--- src/rtl/multicycle_control_fsm_if.sv ---
// Control-unit bundle: instruction fields and status in, datapath enables and selects out.
// Latency: none, wires only.
// Backpressure: MemReady is the only stall input; the FSM holds its requests until it rises.
interface multicycle_control_fsm_if;
    logic [3:0] Opcode;
    logic [3:0] Funct;
    logic       Zero;
    logic       MemReady;
    logic [1:0] ALUOp;
    logic       ALUSrcA;
    logic [1:0] ALUSrcB;
    logic       PCWrite;
    logic       PCSrc;
    logic       IRWrite;
    logic       MemRead;
    logic       MemWrite;
    logic       RegWrite;
    logic       MemToReg;
    logic       Illegal;
    logic [2:0] State;

    // Datapath / stimulus side: supplies IR fields and status, observes controls.
    modport master (
        output Opcode, Funct, Zero, MemReady,
        input  ALUOp, ALUSrcA, ALUSrcB, PCWrite, PCSrc, IRWrite,
               MemRead, MemWrite, RegWrite, MemToReg, Illegal, State
    );

    // Control-unit side.
    modport slave (
        input  Opcode, Funct, Zero, MemReady,
        output ALUOp, ALUSrcA, ALUSrcB, PCWrite, PCSrc, IRWrite,
               MemRead, MemWrite, RegWrite, MemToReg, Illegal, State
    );
endinterface

--- src/rtl/multicycle_control_fsm.sv ---
// Multi-cycle control FSM for the 16-bit CPU: FETCH/DECODE/EXEC/MEM/WB plus a sticky TRAP.
// Latency: BEQ 3, ALU/imm/SW 4, LW 5, MUL 3+MUL_CYCLES cycles; Moore outputs from state.
// Backpressure: FETCH and MEM hold their memory request until MemReady=1; MUL holds EXEC.
module multicycle_control_fsm #(
    parameter int MUL_CYCLES = 4
) (
    input  logic                        i_clk,
    input  logic                        i_rst,
    multicycle_control_fsm_if.slave     bus
);

    typedef enum logic [2:0] {
        S_FETCH  = 3'd0,
        S_DECODE = 3'd1,
        S_EXEC   = 3'd2,
        S_MEM    = 3'd3,
        S_WB     = 3'd4,
        S_TRAP   = 3'd7
    } state_t;

    localparam logic [3:0] OP_RTYPE = 4'b0000;
    localparam logic [3:0] OP_ADDI  = 4'b0100;
    localparam logic [3:0] OP_SLLI  = 4'b0101;
    localparam logic [3:0] OP_LW    = 4'b1000;
    localparam logic [3:0] OP_SW    = 4'b1001;
    localparam logic [3:0] OP_BEQ   = 4'b1010;
    localparam logic [3:0] FN_MUL   = 4'b0010;

    // Counter holds the extra EXEC cycles after the first one.
    localparam logic [3:0] MUL_LOAD = 4'(MUL_CYCLES - 1);

    state_t     r_state;
    state_t     w_next;
    logic [3:0] r_mul_cnt;
    logic [3:0] w_mul_cnt_next;
    logic       r_illegal;
    logic       w_illegal_next;
    logic       w_op_legal;
    logic       w_funct_legal;

    // Opcode and R-type function legality, consulted only in DECODE.
    always_comb begin
        w_op_legal    = 1'b0;
        w_funct_legal = 1'b0;
        case (bus.Opcode)
            OP_RTYPE, OP_ADDI, OP_SLLI, OP_LW, OP_SW, OP_BEQ: w_op_legal = 1'b1;
            default:                                          w_op_legal = 1'b0;
        endcase
        case (bus.Funct)
            4'b1111, 4'b1110, 4'b1101, 4'b0000,
            4'b0001, 4'b1100, 4'b0010: w_funct_legal = 1'b1;
            default:                   w_funct_legal = 1'b0;
        endcase
    end

    // State, MUL counter and sticky illegal flag; reset overrides any pending transition.
    always_ff @(posedge i_clk) begin
        if (i_rst) begin
            r_state   <= S_FETCH;
            r_mul_cnt <= 4'd0;
            r_illegal <= 1'b0;
        end else begin
            r_state   <= w_next;
            r_mul_cnt <= w_mul_cnt_next;
            r_illegal <= w_illegal_next;
        end
    end

    // Next-state logic and Moore control outputs (MemReady/Zero gate only the listed strobes).
    always_comb begin
        w_next         = r_state;
        w_mul_cnt_next = r_mul_cnt;
        w_illegal_next = r_illegal;
        bus.ALUOp      = 2'b00;
        bus.ALUSrcA    = 1'b0;
        bus.ALUSrcB    = 2'b00;
        bus.PCWrite    = 1'b0;
        bus.PCSrc      = 1'b0;
        bus.IRWrite    = 1'b0;
        bus.MemRead    = 1'b0;
        bus.MemWrite   = 1'b0;
        bus.RegWrite   = 1'b0;
        bus.MemToReg   = 1'b0;
        case (r_state)
            S_FETCH: begin
                // PC+2 is computed alongside the instruction read.
                bus.MemRead = 1'b1;
                bus.ALUSrcB = 2'b10;
                bus.IRWrite = bus.MemReady;
                bus.PCWrite = bus.MemReady;
                if (bus.MemReady) w_next = S_DECODE;
            end
            S_DECODE: begin
                // Branch target precomputed into ALUOut.
                bus.ALUSrcB = 2'b11;
                if (!w_op_legal || (bus.Opcode == OP_RTYPE && !w_funct_legal)) begin
                    w_next         = S_TRAP;
                    w_illegal_next = 1'b1;
                end else begin
                    w_next = S_EXEC;
                end
                w_mul_cnt_next = (bus.Opcode == OP_RTYPE && bus.Funct == FN_MUL) ? MUL_LOAD : 4'd0;
            end
            S_EXEC: begin
                bus.ALUSrcA = 1'b1;
                case (bus.Opcode)
                    OP_RTYPE: begin
                        bus.ALUOp = 2'b10;
                        if (r_mul_cnt != 4'd0) w_mul_cnt_next = r_mul_cnt - 4'd1;
                        else                   w_next = S_WB;
                    end
                    OP_ADDI: begin
                        bus.ALUSrcB = 2'b01;
                        w_next      = S_WB;
                    end
                    OP_SLLI: begin
                        bus.ALUSrcB = 2'b01;
                        bus.ALUOp   = 2'b11;
                        w_next      = S_WB;
                    end
                    OP_LW, OP_SW: begin
                        bus.ALUSrcB = 2'b01;
                        w_next      = S_MEM;
                    end
                    OP_BEQ: begin
                        bus.ALUOp   = 2'b01;
                        bus.PCSrc   = 1'b1;
                        bus.PCWrite = bus.Zero;
                        w_next      = S_FETCH;
                    end
                    default: w_next = S_FETCH;
                endcase
            end
            S_MEM: begin
                // Request stays asserted until the memory accepts it.
                if (bus.Opcode == OP_LW) bus.MemRead  = 1'b1;
                else                     bus.MemWrite = 1'b1;
                if (bus.MemReady) w_next = (bus.Opcode == OP_LW) ? S_WB : S_FETCH;
            end
            S_WB: begin
                bus.RegWrite = 1'b1;
                bus.MemToReg = (bus.Opcode == OP_LW);
                w_next       = S_FETCH;
            end
            S_TRAP:  w_next = S_TRAP;
            default: w_next = S_FETCH;
        endcase
    end

    assign bus.State   = r_state;
    assign bus.Illegal = r_illegal;

endmodule

--- src/flat_wrapper.sv ---
// flat-port wrapper written by rule: the top's interface ports become plain ports
module multicycle_control_fsm_flat 
#(
    parameter int MUL_CYCLES = 4
)
  (i_clk, i_rst, bus_Opcode, bus_Funct, bus_Zero, bus_MemReady, bus_ALUOp, bus_ALUSrcA, bus_ALUSrcB, bus_PCWrite, bus_PCSrc, bus_IRWrite, bus_MemRead, bus_MemWrite, bus_RegWrite, bus_MemToReg, bus_Illegal, bus_State);
  multicycle_control_fsm_if bus_i ();
  input  logic i_clk;
  input  logic i_rst;
  input wire logic [$bits(bus_i.Opcode)-1:0] bus_Opcode;
  input wire logic [$bits(bus_i.Funct)-1:0] bus_Funct;
  input wire logic [$bits(bus_i.Zero)-1:0] bus_Zero;
  input wire logic [$bits(bus_i.MemReady)-1:0] bus_MemReady;
  output wire logic [$bits(bus_i.ALUOp)-1:0] bus_ALUOp;
  output wire logic [$bits(bus_i.ALUSrcA)-1:0] bus_ALUSrcA;
  output wire logic [$bits(bus_i.ALUSrcB)-1:0] bus_ALUSrcB;
  output wire logic [$bits(bus_i.PCWrite)-1:0] bus_PCWrite;
  output wire logic [$bits(bus_i.PCSrc)-1:0] bus_PCSrc;
  output wire logic [$bits(bus_i.IRWrite)-1:0] bus_IRWrite;
  output wire logic [$bits(bus_i.MemRead)-1:0] bus_MemRead;
  output wire logic [$bits(bus_i.MemWrite)-1:0] bus_MemWrite;
  output wire logic [$bits(bus_i.RegWrite)-1:0] bus_RegWrite;
  output wire logic [$bits(bus_i.MemToReg)-1:0] bus_MemToReg;
  output wire logic [$bits(bus_i.Illegal)-1:0] bus_Illegal;
  output wire logic [$bits(bus_i.State)-1:0] bus_State;
  assign bus_i.Opcode = bus_Opcode;
  assign bus_i.Funct = bus_Funct;
  assign bus_i.Zero = bus_Zero;
  assign bus_i.MemReady = bus_MemReady;
  assign bus_ALUOp = bus_i.ALUOp;
  assign bus_ALUSrcA = bus_i.ALUSrcA;
  assign bus_ALUSrcB = bus_i.ALUSrcB;
  assign bus_PCWrite = bus_i.PCWrite;
  assign bus_PCSrc = bus_i.PCSrc;
  assign bus_IRWrite = bus_i.IRWrite;
  assign bus_MemRead = bus_i.MemRead;
  assign bus_MemWrite = bus_i.MemWrite;
  assign bus_RegWrite = bus_i.RegWrite;
  assign bus_MemToReg = bus_i.MemToReg;
  assign bus_Illegal = bus_i.Illegal;
  assign bus_State = bus_i.State;
  multicycle_control_fsm #(.MUL_CYCLES(MUL_CYCLES)) u_core (.i_clk(i_clk), .i_rst(i_rst), .bus(bus_i));
endmodule
--- config.mk ---
export PLATFORM = sky130hd
export DESIGN_NAME = multicycle_control_fsm_flat
export DESIGN_NICKNAME = d
export VERILOG_FILES = /design/src/rtl/multicycle_control_fsm_if.sv /design/src/rtl/multicycle_control_fsm.sv /design/src/flat_wrapper.sv
export SDC_FILE = /design/constraint.sdc
export NUM_CORES = 1
export LEC_CHECK = 0
export CORE_UTILIZATION = 30
export DETAILED_ROUTE_END_ITERATION = 10
export GPL_ROUTABILITY_DRIVEN = 0
export PLACE_DENSITY_LB_ADDON = 0.2
export SYNTH_ARGS = -nofsm -noshare
export SYNTH_HDL_FRONTEND = slang
export SYNTH_SLANG_ARGS = --single-unit
--- constraint.sdc ---
create_clock -name i_clk -period 2 [get_ports i_clk]
set_input_delay 0.3 -clock i_clk [delete_from_list [all_inputs] [get_ports i_clk]]
set_output_delay 0.3 -clock i_clk [all_outputs]
set_load 0.005 [all_outputs]
==> flow_summary.json <==
{
  "status": "finished clean",
  "final_util_pct": 51.98,
  "overflow": 0,
  "multi_input_area_um2": 613.1,
  "startpoint_type": "flip-flop",
  "cts_max_level": 1,
  "skew_ps": 0.9096,
  "core_area_um2": 2522,
  "drv_cap": 0,
  "async_flop_share_pct": 0,
  "min_period_over_period_pct": 95.79,
  "grt_util_all_layers_pct": 17.31,
  "fmax_ghz": 0.5220,
  "cts_max_path_buffers": 2,
  "ant_nets": 0,
  "drive_gt1_share_pct": 32.00,
  "yosys.area.top_type_share_pct": 19.81,
  "clk_latency_ps": 250,
  "synth_edf_count": 0,
  "grt_pass1_vias": 839,
  "cp.required_ps": 1700,
  "wl_per_cell_um": 12.76,
  "drt_iter0_markers": 17,
  "syn_inst": 103,
  "pre_cts_slack_ps": -570.9,
  "grt_first_pass_wirelength_um": 3636,
  "clockRootBuffer": "clkbuf_4",
  "ys_seq_elements": 8,
  "fin_cells": 180,
  "area_growth_pct": 62.23,
  "synth_area_leaders": "dfxtp_1, a211oi_1, or3b_2, a21oi_1, nor3b_1",
  "max_slew_margin_pct": 73.58,
  "max_slew.worst_pin.slew_ps": 394.0,
  "slowest_stage": "clkdlybuf4s50_1",
  "crit_type": "reg -> out",
  "yosysWarnings": 0,
  "first_pass_iters": 4,
  "hp-class": "reg -> reg",
  "hpwl_um": 1703,
  "clk_pin_slew_worst_paths_ps": 60,
  "ys_types": 40,
  "num_io_pins": 28,
  "antenna_found_initial": 0,
  "setup_viol": 0,
  "portBuffers": 27,
  "setup_ws_ps": 84.19,
  "route.detailed.drc": 0,
  "syn_nets": 117,
  "wirelength_um": 2297,
  "cp_slowest_stage_delay_ps": 530,
  "die_x_um": 53.91,
  "leakage_nw": 0.5668,
  "final_nets": 166,
  "start_util_pct": 32.04,
  "vdd_drop_max_mv": 0.4883,
  "cts_buffers": 3,
  "yosys-top-cells-count": "a211oi_1, dfxtp_1, nor2_1",
  "post-route-min-period_ps": 1916,
  "vias_per_cell": 5.172,
  "vias": 931,
  "cts_tree": "built",
  "synthesis.area_um2": 808.3,
  "num-fill-cells": 255,
  "dpl.cell_count": 175,
  "synthFlopType": "dfxtp_1",
  "dieArea_um2": 2906,
  "hold_violations": 0,
  "syn_area_per_cell_um2": 7.847,
  "grt_setup_unrepaired": "no",
  "cp.arrival_ps": 1620,
  "cp_max_fo": 16,
  "yosys.area.top_type": "dfxtp_1",
  "critPathMostFrequentCell": "buf_4",
  "register_area_um2": 161.4,
  "total_power_uw": 922.8,
  "clock_sinks": 8,
  "diodes": 0,
  "end_kind": "primary output",
  "grt_max_degree": 18,
  "cp_cell_sequence": "buf_4 > buf_4 > nor3b_2 > clkdlybuf4s50_1",
  "power_density_nw_per_um2": 703.7,
  "rows": 18,
  "die_h_um": 53.91,
  "synth_seq_area_share_pct": 19.81,
  "drv_slew": 0
}
## per-stage QoR
step,hold WS [ps],TNS (ps),cell area (um^2)
finish,448.7,0,1311
global route,483.9,0,1311
CTS,448.7,0,1300
detailed placement,441.3,-3707,1251
global placement,437.7,-3524,1251
floorplan,442.1,0,808.3
## kinds of logic after synthesis
group / after synthesis / synth area share (%)
buf+inv: 15 / 8.514
simple gates: 46 / 38.24
flops: 8 / 19.81
fa+ha+maj: 2 / 3.095
xor+xnor: 2 / 2.168
compound gates: 30 / 28.17
## cell usage in the layout (no fill, tap or decap), types with 2 or more instances in the layout
cell             count
nor3b_1              3
nand2b_1             3
nor3_1               3
buf_4               23
o31ai_1              2
and3_1               3
a21oi_1              6
o211ai_1             3
or3_1                2
inv_1                6
or3b_4               2
clkbuf_4             3
dlygate4sd2_1       10
nor2b_1              2
o21ai_0              3
dfxtp_1              7
nor2_1               5
buf_6                2
a211oi_1             8
nand2_1              3
nor2_4               2
a221o_1              2
or3b_2               3
clkdlybuf4s50_1     13
ha_1                 2
nand3_1              4
xnor2_1              2
## repair_timing
item,in CTS,in global routing
pin swaps,6,0
buffers inserted,2,0
endpoints found under the setup margin,10,4
resized for setup,25,7
hold buffers,0,0
hold endpoints to repair,0,0
## final timing paths
| check | endpoint | slack, ps | cells past startpoint | start |
|---|---|---|---|---|
| setup / recovery | bus_RegWrite | 80 | 4 | u_core.bus.State[0] |
| hold / removal | u_core.bus.Illegal | 450 | 2 | u_core.bus.Illegal |
| setup reg to reg | u_core.bus.State[2] | 150 | 5 | u_core.bus.State[1] |
| hold reg to reg | u_core.bus.Illegal | 450 | 2 | u_core.bus.Illegal |
## layer usage
layer,global-route usage [%],part of all wire (%),vias to the layer above
met4,7.895,0.74,0
met5,0,0,-
met3,1.977,3.0,2
li1,-,-,483
met2,28.40,48,16
met1,22.33,48,430
## where the power goes
group / internal (mW) / switching (mW) / leakage [nW] / total (mW)
logic: 0.301 / 0.276 / 0.487 / 0.577
registers: 0.198 / 0.0232 / 0.0660 / 0.221
clock network: 0.0688 / 0.0567 / 0.0138 / 0.126
total: 0.567 / 0.356 / 0.567 / 0.923
## area by class of cell
class,instances,share of cell area (%)
Clock buffer,3,1.718
Inverter,7,2.385
Multi-Input combinational cell,80,46.76
Sequential cell,8,12.31
Tap cell,30,2.863
Timing Repair Buffer,52,33.97
## critical path: cells and delay by family (launching register included)
| family | cells | cell delay, ps |
|---|---|---|
| buffers and inverters | 3 | 830 |
| DFF | 1 | 320 |
| and+or+nand+nor | 1 | 210 |
## flip-flops by register name, indices dropped and copies added, names as in the netlist
| register | cells |
|---|---|
| u_core.r_mul_cnt | 4 |
| u_core.bus.State | 3 |
| u_core.bus.Illegal | 1 |
No activity file was read; power rests on OpenSTA's default activity.
==> variant: new RTL, config.mk and constraints unchanged <==
Reset style: asynchronous (`i_rst`), changed in one clocked block.
--- a/src/rtl/multicycle_control_fsm.sv
+++ b/src/rtl/multicycle_control_fsm.sv
@@ -55,5 +55,5 @@
 
     // State, MUL counter and sticky illegal flag; reset overrides any pending transition.
-    always_ff @(posedge i_clk) begin
+    always_ff @(posedge i_clk or posedge i_rst) begin
         if (i_rst) begin
             r_state   <= S_FETCH;
Function: differs if i_rst is asserted again (counterexample within 4 cycles, from zero or initial values and one cycle with i_rst high); with i_rst held inactive, the same outputs for 10 cycles.
==> variant against the unedited design <==
  * Synthesized area fell by 9.6%
  * Synthesized cell count down 13%
  * Critical endpoint is now bus_ALUSrcB[0]
  * Clock power decreased by 6%
  * Critical path type unchanged
  * First-iteration DRC count fell by 65%
  * Combinational power increased by 54%
  * Sequential cell count unchanged
  * Count of clock-buffer cells in the layout unchanged
  * Final area fell by 7.4%
  * Wire length shrank 12%
  * Worst setup slack got worse by 1.8 ps
  * Total power increased by 35%
==> variant: results (changes against the unedited design) <==
Outcome
  • Status: finished clean (unchanged)

Timing
  • Worst Tran Pin Value: 323 ps (was 394 ps)
  • Setup Skew: 5.06 ps (was 0.910 ps)

Power
  • Worst vdd ir: 504 uV (was 488 uV)
  • Clk pwr share: 0.094 (was 0.136)
  • Seq pwr share: 0.195 (was 0.239)
  • Switching part of the total: 0.399 (was 0.385)
  • Leak pwr: 0.557 nW (was 0.567 nW)

Synth
  • Post-Synth XOR/XNOR Area: 0.0360 (was 0.0217)
  • Post-synth cell types: 42 (was 40)
  • Multiplexer area fraction after synthesis: 0.0308 (was 0)
  • Net Count, Synth: 104 (was 117)
  • Ys flop type: dfrtp_1 (was dfxtp_1)
  • Synth Area in Compound Gates: 0.212 (was 0.282)
  • Synth area leaders: dfrtp_1, nor2_1, a21oi_1 (was dfxtp_1, a211oi_1, or3b_2)

GRT
  • Vias in the first global route: 800 (was 839)
  • First-pass GRT wire length: 3.51 mm (was 3.64 mm)
  • GRT Util Overall: 0.179 (was 0.173)
  • GR met2 Demand/Resource: 0.292 (was 0.284)

Worst setup path
  • Critical path fanouts, max: 5 (was 16)
  • CP peak stage delay: 470 ps (was 530 ps)

Cells and area
  • Fillers: 229 (was 255)
  • NumNets Final: 152 (was 166)
  • Layout cells sized above 1: 0.279 (was 0.320)

Detailed routing
  • Routed vias: 830 (was 931)
  • Met3 Routed Length: 79 um (was 68 um)
  • Post-DR wirelength/cell: 12.4 um (was 12.8 um)
variant: cell count changes after synthesis, moves of 4 or more:
cell | unedited run | this run
a211oi_1 | 8 | 0
dfrtp_1 | 0 | 8
dfxtp_1 | 8 | 0
or3b_2 | 4 | 0
variant: area by class of cell:
| cell class | count | area (sq um) | area share |
|---|---|---|---|
| Multi-Input combinational cell | 70 | 505 | 0.416 |
| Timing Repair Buffer | 48 | 419 | 0.345 |
| Sequential cell | 8 | 200 | 0.165 |
| Tap cell | 28 | 35.0 | 0.0289 |
| Inverter | 7 | 31.3 | 0.0258 |
| Clock buffer | 3 | 22.5 | 0.0186 |
variant: timing repair:
| item | in CTS | in global routing |
|---|---|---|
| gates cloned | 0 | 0 |
| resized for setup | 27 | 2 |
| setup buffers | 0 | 0 |
| endpoints found under the setup margin | 10 | 1 |
| pin swaps | 2 | 0 |
variant: path summary, 6_finish.rpt:
path / from / to / slack, ps / depth (start not counted)
worst max-delay path: u_core.bus.State[0]$_DFFE_PP0P_ / bus_ALUSrcB[0] / 80 / 4
min in group i_clk: u_core.bus.Illegal$_DFFE_PP0P_ / u_core.bus.Illegal$_DFFE_PP0P_ / 480 / 1
worst max register to register: u_core.r_mul_cnt[0]$_DFFE_PP0P_ / u_core.r_mul_cnt[1]$_DFFE_PP0P_ / 160 / 5
worst min register to register: u_core.bus.Illegal$_DFFE_PP0P_ / u_core.bus.Illegal$_DFFE_PP0P_ / 480 / 1
worst min-delay path: i_rst / u_core.bus.State[1]$_DFFE_PP0P_ / 300 / 2
max in group asynchronous: i_rst / u_core.r_mul_cnt[3]$_DFFE_PP0P_ / 1470 / 2
variant: through the flow:
step / worst slack (ps) / setup TNS (ps) / hold slack (ps) / cells / power (W)
finish: 82.4 / 0 / 298 / 164 / 0.00125
global route: 10.6 / 0 / 322 / 164 / 0.00136
floorplan: 293 / 0 / 116 / 90 / 0.000681
detailed placement: -281 / -1990 / 457 / 161 / 0.00112
CTS: 35.8 / 0 / 307 / 164 / 0.00126
global placement: -269 / -1830 / 449 / 161 / 0.00111
variant: logic make-up (layout without fill, tap and decap cells):
| kind of cell | Yosys count | after routing |
|---|---|---|
| AND/OR/NAND/NOR | 41 | 41 |
| adder cells (fa/ha/maj) | 2 | 2 |
| multiplexers | 2 | 2 |
| buffers and inverters | 12 | 58 |
| flip-flops | 8 | 8 |
| AO/OA/AOI/OAI | 22 | 22 |
| XOR/XNOR | 3 | 3 |
variant: critical path: cells and delay by family, from the launching register on:
| family | cells | cell delay, ps |
|---|---|---|
| AO/OA/AOI/OAI | 1 | 130 |
| buffers and inverters | 2 | 380 |
| flip-flops | 1 | 380 |
| AND/OR/NAND/NOR | 1 | 470 |
